**src/rtl/cfi_mailbox_pkg.sv**
```systemverilog
// CFI log mailbox shared types: AXI4 channel bundles, FSM states
// and the mailbox address defaults shared with the CFI stage.
package cfi_mailbox_pkg;

    localparam int unsigned AXI_ID_W = 4;

    localparam logic [63:0] CFI_MBOX_ADDR      = 64'h1040_4000;
    localparam logic [63:0] CFI_MBOX_DB_ADDR   = 64'h1040_4020;
    localparam int unsigned CFI_MBOX_XFER_SIZE = 32;

    localparam logic [1:0] AXI_RESP_OKAY   = 2'b00;
    localparam logic [1:0] AXI_RESP_SLVERR = 2'b10;
    localparam logic [1:0] AXI_RESP_DECERR = 2'b11;

    typedef struct packed {
        logic [AXI_ID_W-1:0] id;
        logic [63:0]         addr;
        logic [7:0]          len;
        logic [5:0]          atop;
    } axi_aw_t;

    typedef struct packed {
        logic [63:0] data;
        logic [7:0]  strb;
        logic        last;
    } axi_w_t;

    typedef struct packed {
        logic [AXI_ID_W-1:0] id;
        logic [63:0]         addr;
        logic [7:0]          len;
    } axi_ar_t;

    typedef struct packed {
        logic [AXI_ID_W-1:0] id;
        logic [1:0]          resp;
    } axi_b_t;

    typedef struct packed {
        logic [AXI_ID_W-1:0] id;
        logic [63:0]         data;
        logic [1:0]          resp;
        logic                last;
    } axi_r_t;

    typedef struct packed {
        axi_aw_t aw;
        logic    aw_valid;
        axi_w_t  w;
        logic    w_valid;
        logic    b_ready;
        axi_ar_t ar;
        logic    ar_valid;
        logic    r_ready;
    } axi_req_t;

    typedef struct packed {
        logic   aw_ready;
        logic   ar_ready;
        logic   w_ready;
        logic   b_valid;
        axi_b_t b;
        logic   r_valid;
        axi_r_t r;
    } axi_resp_t;

    typedef enum logic [2:0] {
        W_IDLE,
        W_DATA,
        W_DB_WAIT,
        W_RESP,
        W_DRAIN
    } cfi_mbox_wstate_e;

    typedef enum logic {
        R_IDLE,
        R_RESP
    } cfi_mbox_rstate_e;

endpackage

```
**src/rtl/cfi_mailbox_buffer.sv**
```systemverilog
// Byte-strobed 64-bit word array: one write port, one async read
// port and the whole array as a flat vector (word 0 in the LSBs).
module cfi_mailbox_buffer #(
    parameter int unsigned WORDS = 4,
    parameter int unsigned IDX_W = 2
) (
    input  logic                  clk_i,
    input  logic                  rst_ni,
    input  logic                  we_i,
    input  logic [IDX_W-1:0]      waddr_i,
    input  logic [63:0]           wdata_i,
    input  logic [7:0]            wstrb_i,
    input  logic [IDX_W-1:0]      raddr_i,
    output logic [63:0]           rdata_o,
    output logic [WORDS*64-1:0]   flat_o
);

    logic [63:0] mem [WORDS];

    always_ff @(posedge clk_i) begin
        if (!rst_ni) begin
            for (int i = 0; i < int'(WORDS); i++) begin
                mem[i] <= '0;
            end
        end else if (we_i) begin
            for (int b = 0; b < 8; b++) begin
                if (wstrb_i[b]) begin
                    mem[waddr_i][8*b +: 8] <= wdata_i[8*b +: 8];
                end
            end
        end
    end

    assign rdata_o = mem[raddr_i];

    for (genvar g = 0; g < int'(WORDS); g++) begin : g_flat
        assign flat_o[64*g +: 64] = mem[g];
    end

endmodule

```
**src/rtl/cfi_mailbox.sv**
```systemverilog
// CFI log mailbox: AXI4 slave buffering one record and publishing it
// on a valid/ready port when the doorbell is written.
module cfi_mailbox
    import cfi_mailbox_pkg::*;
#(
    parameter logic [63:0] MAILBOX_ADDR    = CFI_MBOX_ADDR,
    parameter logic [63:0] MAILBOX_DB_ADDR = CFI_MBOX_DB_ADDR,
    parameter int unsigned XFER_SIZE       = CFI_MBOX_XFER_SIZE
) (
    input  logic                   clk_i,
    input  logic                   rst_ni,
    input  axi_req_t               axi_req_i,
    output axi_resp_t              axi_resp_o,
    output logic [XFER_SIZE*8-1:0] msg_o,
    output logic                   msg_valid_o,
    input  logic                   msg_ready_i,
    output logic                   irq_o
);

    localparam int unsigned WORDS = XFER_SIZE / 8;
    localparam int unsigned IDX_W = (WORDS > 1) ? $clog2(WORDS) : 1;
    localparam logic [63:0] WIN_BYTES = 64'(XFER_SIZE);

    cfi_mbox_wstate_e wstate;
    cfi_mbox_rstate_e rstate;

    logic [AXI_ID_W-1:0] aw_id;
    logic [63:0]         aw_addr;
    logic                aw_bad;
    logic [1:0]          b_resp;
    logic [AXI_ID_W-1:0] r_id;
    logic [63:0]         r_data;
    logic [1:0]          r_resp;

    logic [XFER_SIZE*8-1:0] msg_q;
    logic                   msg_valid_q;

    logic [63:0]            buf_rdata;
    logic [XFER_SIZE*8-1:0] buf_flat;
    logic                   buf_we;

    logic [63:0]      w_off;
    logic [63:0]      r_off;
    logic             w_win;
    logic             w_db;
    logic             r_win;
    logic             r_db;
    logic [IDX_W-1:0] w_idx;
    logic [IDX_W-1:0] r_idx;

    assign w_off = aw_addr - MAILBOX_ADDR;
    assign w_win = w_off < WIN_BYTES;
    assign w_db  = (aw_addr >> 3) == (MAILBOX_DB_ADDR >> 3);
    assign w_idx = w_off[IDX_W+2:3];

    assign r_off = axi_req_i.ar.addr - MAILBOX_ADDR;
    assign r_win = r_off < WIN_BYTES;
    assign r_db  = (axi_req_i.ar.addr >> 3) == (MAILBOX_DB_ADDR >> 3);
    assign r_idx = r_off[IDX_W+2:3];

    logic aw_ready;
    logic w_ready;
    logic ar_ready;
    logic w_hs;

    assign aw_ready = rst_ni && (wstate == W_IDLE);
    assign w_ready  = rst_ni && (wstate == W_DATA || wstate == W_DRAIN);
    assign ar_ready = rst_ni && (rstate == R_IDLE);
    assign w_hs     = w_ready && axi_req_i.w_valid;

    // Mutually exclusive decode of the single data beat.
    logic has_strb;
    logic d_bad;
    logic d_win;
    logic d_db_set;
    logic d_db_nop;

    assign has_strb = |axi_req_i.w.strb;
    assign d_bad    = aw_bad;
    assign d_win    = !aw_bad && w_win;
    assign d_db_set = !aw_bad && !w_win && w_db && has_strb;
    assign d_db_nop = !aw_bad && !w_win && w_db && !has_strb;

    assign buf_we = w_hs && (wstate == W_DATA) && d_win;

    cfi_mailbox_buffer #(
        .WORDS (WORDS),
        .IDX_W (IDX_W)
    ) u_buffer (
        .clk_i   (clk_i),
        .rst_ni  (rst_ni),
        .we_i    (buf_we),
        .waddr_i (w_idx),
        .wdata_i (axi_req_i.w.data),
        .wstrb_i (axi_req_i.w.strb),
        .raddr_i (r_idx),
        .rdata_o (buf_rdata),
        .flat_o  (buf_flat)
    );

    always_ff @(posedge clk_i) begin
        if (!rst_ni) begin
            wstate      <= W_IDLE;
            aw_id       <= '0;
            aw_addr     <= '0;
            aw_bad      <= 1'b0;
            b_resp      <= AXI_RESP_OKAY;
            msg_q       <= '0;
            msg_valid_q <= 1'b0;
        end else begin
            if (msg_valid_q && msg_ready_i) begin
                msg_valid_q <= 1'b0;
            end
            unique case (wstate)
                W_IDLE: begin
                    if (axi_req_i.aw_valid) begin
                        aw_id   <= axi_req_i.aw.id;
                        aw_addr <= axi_req_i.aw.addr;
                        aw_bad  <= (axi_req_i.aw.len != 8'd0) ||
                                   (axi_req_i.aw.atop != 6'd0);
                        wstate  <= W_DATA;
                    end
                end
                W_DATA: begin
                    if (axi_req_i.w_valid) begin
                        b_resp <= AXI_RESP_OKAY;
                        wstate <= W_RESP;
                        unique case (1'b1)
                            d_bad: begin
                                b_resp <= AXI_RESP_SLVERR;
                                // A single-beat illegal write has no more beats to drain.
                                if (!axi_req_i.w.last) begin
                                    wstate <= W_DRAIN;
                                end
                            end
                            d_win: ;
                            d_db_set: begin
                                if (!msg_valid_q) begin
                                    msg_q       <= buf_flat;
                                    msg_valid_q <= 1'b1;
                                end else begin
                                    wstate <= W_DB_WAIT;
                                end
                            end
                            d_db_nop: ;
                            default: b_resp <= AXI_RESP_DECERR;
                        endcase
                    end
                end
                W_DB_WAIT: begin
                    // Also covers a consumer that took the record on the doorbell beat.
                    if (!msg_valid_q || msg_ready_i) begin
                        msg_q       <= buf_flat;
                        msg_valid_q <= 1'b1;
                        wstate      <= W_RESP;
                    end
                end
                W_DRAIN: begin
                    if (axi_req_i.w_valid && axi_req_i.w.last) begin
                        wstate <= W_RESP;
                    end
                end
                W_RESP: begin
                    if (axi_req_i.b_ready) begin
                        wstate <= W_IDLE;
                    end
                end
                default: wstate <= W_IDLE;
            endcase
        end
    end

    always_ff @(posedge clk_i) begin
        if (!rst_ni) begin
            rstate <= R_IDLE;
            r_id   <= '0;
            r_data <= '0;
            r_resp <= AXI_RESP_OKAY;
        end else begin
            unique case (rstate)
                R_IDLE: begin
                    if (axi_req_i.ar_valid) begin
                        r_id   <= axi_req_i.ar.id;
                        rstate <= R_RESP;
                        unique case (1'b1)
                            (axi_req_i.ar.len != 8'd0): begin
                                r_data <= '0;
                                r_resp <= AXI_RESP_SLVERR;
                            end
                            (axi_req_i.ar.len == 8'd0) && r_win: begin
                                r_data <= buf_rdata;
                                r_resp <= AXI_RESP_OKAY;
                            end
                            (axi_req_i.ar.len == 8'd0) && !r_win && r_db: begin
                                r_data <= {63'b0, msg_valid_q};
                                r_resp <= AXI_RESP_OKAY;
                            end
                            default: begin
                                r_data <= '0;
                                r_resp <= AXI_RESP_DECERR;
                            end
                        endcase
                    end
                end
                R_RESP: begin
                    if (axi_req_i.r_ready) begin
                        rstate <= R_IDLE;
                    end
                end
                default: rstate <= R_IDLE;
            endcase
        end
    end

    assign axi_resp_o.aw_ready = aw_ready;
    assign axi_resp_o.w_ready  = w_ready;
    assign axi_resp_o.ar_ready = ar_ready;
    assign axi_resp_o.b_valid  = rst_ni && (wstate == W_RESP);
    assign axi_resp_o.b.id     = aw_id;
    assign axi_resp_o.b.resp   = b_resp;
    assign axi_resp_o.r_valid  = rst_ni && (rstate == R_RESP);
    assign axi_resp_o.r.id     = r_id;
    assign axi_resp_o.r.data   = r_data;
    assign axi_resp_o.r.resp   = r_resp;
    assign axi_resp_o.r.last   = 1'b1;

    assign msg_o       = msg_q;
    assign msg_valid_o = msg_valid_q;
    assign irq_o       = msg_valid_q;

endmodule

```
**config.mk**
```make
export PLATFORM = sky130hd
export DESIGN_NAME = cfi_mailbox
export DESIGN_NICKNAME = d
export VERILOG_FILES = /design/src/rtl/cfi_mailbox_pkg.sv /design/src/rtl/cfi_mailbox_buffer.sv /design/src/rtl/cfi_mailbox.sv
export SDC_FILE = /design/constraint.sdc
export NUM_CORES = 1
export LEC_CHECK = 0
export ABC_CLOCK_PERIOD_IN_PS = 8400
export CORE_MARGIN = 2
export CORE_UTILIZATION = 40
export CTS_BUF_LIST = sky130_fd_sc_hd__clkbuf_8
export DETAILED_ROUTE_END_ITERATION = 6
export HOLD_SLACK_MARGIN = 0.12
export PLACE_DENSITY_LB_ADDON = 0.15
export SYNTH_ARGS = -nofsm -noshare
export SYNTH_HDL_FRONTEND = slang
export SYNTH_SLANG_ARGS = --single-unit
```
**constraint.sdc**
```tcl
create_clock -name clk_i -period 8.4 [get_ports clk_i]
set_input_delay 1.26 -clock clk_i [delete_from_list [all_inputs] [get_ports clk_i]]
set_output_delay 1.26 -clock clk_i [all_outputs]
set_load 0.01 [all_outputs]
```
# == Yosys cells after proc, flatten, opt, wreduce, memory -nomap -nowiden ==
# Memory sizes are Yosys's and may differ from the RTL's.
# Cells that the tools add are included.
# W data, S select, Z words.
# op_classes
addsub,2
n_mux,62
bitwise,1
n_lt_le_gt_ge,2
n_reduce_logical,41
eq_ne,13
# op_table
op,n
$mux W256,4
$pmux W256 S2,1
$lt A64 B6 Y1 const B,2
$pmux W64 S2,1
$sub A64 B29 Y64 const B,2
$eq A61 B26 Y1 const B,2
$mux W64,1
$reduce_or A64 Y1,1
$mux W1,41
$logic_and A1 B1 Y1,18
$mux W3,6
$reduce_bool A8 Y1,2
$pmux W3 S5,1
$ne A2 B2 Y1 const B,6
$reduce_and A5 Y1,2
$logic_not A8 Y1,1
$mux W8,1
$pmux W2 S2,2
$reduce_or A8 Y1,1
$eq A3 B2 Y1 const B,2
$pmux W3 S2,1
$reduce_and A2 Y1,3
$reduce_bool A6 Y1,1
$logic_not A1 Y1,5
11 further kinds,14
# totals
ramBits,256
reg_bits,402
elab_cells,133
input_bits,239
memories,1
# memory_table
name,depth,width,read_ports,rd_clocked_by_memory_dff,write_ports,line,source
u_buffer.mem,4,64,5,0,4,cfi_mailbox_buffer.sv:18,logic [63:0] mem [WORDS];

# == Longest topological paths before layout ==
# logic_depth
depth_word,11
ltp_mapped,12

# == Hierarchy ==
# A second synthesis with hierarchy kept.
# unflattened
hier_cells,2374
hier_area_um2,27055.9
# by_module_without_submodules
mod,cells_each,area_each_um2,n_inst,seq_area_each_um2
cfi_mailbox,1591,15467.3,1,7987.7
cfi_mailbox_buffer,783,11588.6,1,7687.4

# == Least setup slack after synthesis ==
# Ideal clock, no wire load.
# synth_path
path_type,input to register
startpoint,input axi_req_i[45] (netlist name)
endpoint,register r_data[53]
n_path_buf,1
t_arrival_ns,3.836
path_stages,9
slack_ns,4.495
required_time_ns,8.331
path_cell_list,or4_1 > nor3_1 > nand3_1 > or4_1 > a22o_1 > nor4_1 > nand3_1 > clkbuf_1 > o21ai_1
# synth_between
elab_chain_cells,6
elab_cells_between_ends,8
# synth_lines
item,line,source
"start, declared",cfi_mailbox.sv:12,"input axi_req_t axi_req_i,"
$sub A64 B29 Y64,cfi_mailbox.sv:56,assign r_off = axi_req_i.ar.addr - MAILBOX_ADDR;
$lt A64 B6 Y1,cfi_mailbox.sv:57,assign r_win = r_off < WIN_BYTES;
$logic_not A1 Y1,cfi_mailbox.sv:194,(axi_req_i.ar.len == 8'd0) && !r_win && r_db: begin
$logic_and A1 B1 Y1 (2 in series),cfi_mailbox.sv:194,
$pmux W64 S2 (*),cfi_mailbox.sv:185,unique case (1'b1)
"end signal, assigned",cfi_mailbox.sv:191,r_data <= buf_rdata;
"end signal, assigned",cfi_mailbox.sv:195,"r_data <= {63'b0, msg_valid_q};"
"end, declared",cfi_mailbox.sv:32,logic [63:0] r_data;
# Mark *: on every way between the ends. The rest lies on a longest branch, timed or not.
# A chain may end at the register's enable or synchronous reset.

==> results.sh <==
export IMPL_outcome="finished clean"
export IMPL_routabilityCongestion=0.876
export IMPL_synth_seq_area_share_pct=55.8
export IMPL_path_class="reg -> reg"
export IMPL_core_sq_um=69800
export IMPL_synth_ff_type="dfxtp_1"
export IMPL_yosysWarnings=0
export IMPL_leakagePower_nw=12.6
export IMPL_ys_types=76
export IMPL_drive_gt1_share_pct=13.6
export IMPL_finalHoldViolations=0
export IMPL_grt_pass1_vias=23000
export IMPL_die_y_microns=269
export IMPL_grt_usage_pct=25.4
export IMPL_dp_hpwl_mm=63.1
export IMPL_cts_repair_resized=0
export IMPL_finalCritPeriodShare_pct=66.2
export IMPL_synthArstFlopShare_pct=0
export IMPL_slowest_delay_ps=920
export IMPL_drv_slew=0
export IMPL_whs_ps=442
export IMPL_tns_ps=0
export IMPL_num_vias=23400
export IMPL_htreeDepth=3
export IMPL_rsz0062_at_grt="false"
export IMPL_ys_seq_elements=655
export IMPL_drv_cap=0
export IMPL_critPathLaunchType="register"
export IMPL_cpLargestDelayFamily="simple AND/OR/NAND/NOR gates"
export IMPL_drt_total_wl_mm=94.1
export IMPL_clk_pin_slew_worst_paths_ps=60
export IMPL_yosysMostFrequentCell="nand2_1"
export IMPL_vdd_ir_drop_worst_mv=0.219
export IMPL_numCtsBuffers=110
export IMPL_postSynthAreaPerCell_sq_um=9.68
export IMPL_start_util_pct=40.2
export IMPL_yosysTopAreaCellShare_pct=28.4
export IMPL_grt_pass1_wl_mm=139
export IMPL_cts_tree="built"
export IMPL_drc_errors=0
export IMPL_critical_path_buf_inv_count=1
export IMPL_post_cts_repair_setup_buffers=0
export IMPL_final_setup_viol_count=0
export IMPL_max_freq_mhz=180
export IMPL_cts_root_buf="clkbuf_8"
export IMPL_slowest_stage="nand3_4"
export IMPL_drt_pass1_iterations=5
export IMPL_crit_arrival_ps=6070
export IMPL_clk_path_buf_depth=3
export IMPL_areaGrowthSynthToFinish_pct=30.9
export IMPL_io_pins=579
export IMPL_syn_area_sq_um=28100
export IMPL_synth_edff_count=256
export IMPL_grt_max_degree=257
export IMPL_die_w_microns=269
export IMPL_hp_class="reg -> reg"
export IMPL_path_cells="nor4_1 > nand4_1 > nor4_1 > xnor2_1 > a31oi_1 > nor4_1 > nand3_4 > buf_12 > nor3_1"
export IMPL_dieArea_sq_um=72300
export IMPL_ant_nets=0
export IMPL_yosysTopAreaCell="dfxtp_1"
export IMPL_synth_common_cells="nand2_1, dfxtp_1, a21oi_1, edfxtp_1, nor3_2"
export IMPL_fin_nets=3638
export IMPL_relSlewSlack_pct=17.1
export IMPL_antenna_found_initial=13
export IMPL_syn_nets=3141
export IMPL_critPathRequiredTime_ps=8910
export IMPL_postCtsHoldBufs=0
export IMPL_io_buffers=571
export IMPL_p_per_area_nw_per_um2=228
export IMPL_synthTopCellsByArea="dfxtp_1, edfxtp_1, nand2_1"
export IMPL_worstSetupEndpointType="register"
export IMPL_cts_sinks=655
export IMPL_viasPerCell=5.26
export IMPL_netlist_instances=2902
export IMPL_clk_latency_ps=720
export IMPL_drtIter0Drc=1734
export IMPL_placementRows=97
export IMPL_crit_fanout=149
export IMPL_grt_overflow=0
export IMPL_wl_per_cell_microns=21.2
export IMPL_fin_crit_ps=5560
export IMPL_fin_worst_skew_ps=34.2
export IMPL_cpMostUsedCell="nor4_1"
export IMPL_tightest_slew_ps=1240
-- area by class of cell --
class	instances	area (sq um)
repair buffers	604	5990
well taps	940	1180
clock buffers	144	1980
multi-input cells	1898	11000
flip-flops and latches	655	15700
inverters	130	495
diodes	11	27.5
clock inverters	62	394
fillers	6385	33000
-- per-stage QoR --
step / total power, mW / utilization [%] / setup slack [ps] / area, sq um / instances
2_1_floorplan: 4.66 / - / 4490 / 28100 / 2902
3_3_place_gp: 5.45 / 49.3 / 2290 / 34400 / 4227
3_5_place_dp: 5.47 / 49.3 / 2300 / 34400 / 4227
4_1_cts: 8.45 / 52.7 / 3070 / 36700 / 4433
5_1_grt: 8.77 / 52.7 / 2640 / 36800 / 4441
6_report: 8.39 / 52.7 / 2840 / 36800 / 4444
-- power breakdown --
group          total [mW]  leakage [nW]  switching [mW]  internal, mW
Sequential           3.71          5.88           0.179          3.53
Combinational        1.69          5.40            1.04         0.654
Clock                2.99          1.36            1.35          1.64
-- path summary, 6_finish.rpt --
path | start | to | cells past startpoint | slack [ps]
worst max-delay path | aw_addr[49] | u_buffer.mem[1][31] | 9 | 2840
worst min-delay path | r_data[7] | r_data[7] | 2 | 440
worst max register to register | aw_addr[49] | u_buffer.mem[1][31] | 9 | 2840
worst min register to register | r_data[7] | r_data[7] | 2 | 440
-- worst register-to-register path: cells and delay by family (launching register included) --
family / cells / cell delay (ps)
flops: 1 / 320
xor+xnor: 1 / 200
buf+inv: 1 / 540
simple gates: 6 / 4220
compound gates: 1 / 90
-- routing by layer --
metal	wire length [microns]	vias to the layer above	GRT usage (%)
li1	-	11100	-
met1	39800	11400	32.6
met2	45300	723	42.3
met3	6510	156	6.19
met4	2460	6	7.88
met5	37	-	0
-- layout by cell type (no fill, tap or decap), types with 39 or more instances in the layout --
master           instances
nand2_1                811
clkdlybuf4s50_1        568
dfxtp_1                399
a21oi_1                337
edfxtp_1               256
nor3_2                 179
inv_1                  166
clkbuf_8               144
nor2_1                  96
o21ai_1                 79
mux4_2                  64
nand3_1                 39
-- registers in the layout, indices dropped and copies added, names as in the netlist --
signal / cells
rstate: 1
aw_id: 4
b_resp: 2
aw_addr: 61
aw_bad: 1
msg_o: 256
irq_o: 1
r_id: 4
r_resp: 2
r_data: 64
u_buffer.mem: 256
wstate: 3
-- logic make-up (layout without fill, tap and decap cells) --
group	count (synthesis)	count (layout)	synth area share, %
xor+xnor	6	6	0.187
simple gates	1298	1298	23.1
buf+inv	349	940	5.24
other cells	1	12	0.0134
mux	69	69	5.32
compound gates	524	524	10.3
flops	655	655	55.8
Power figures use the tool's default switching activity.
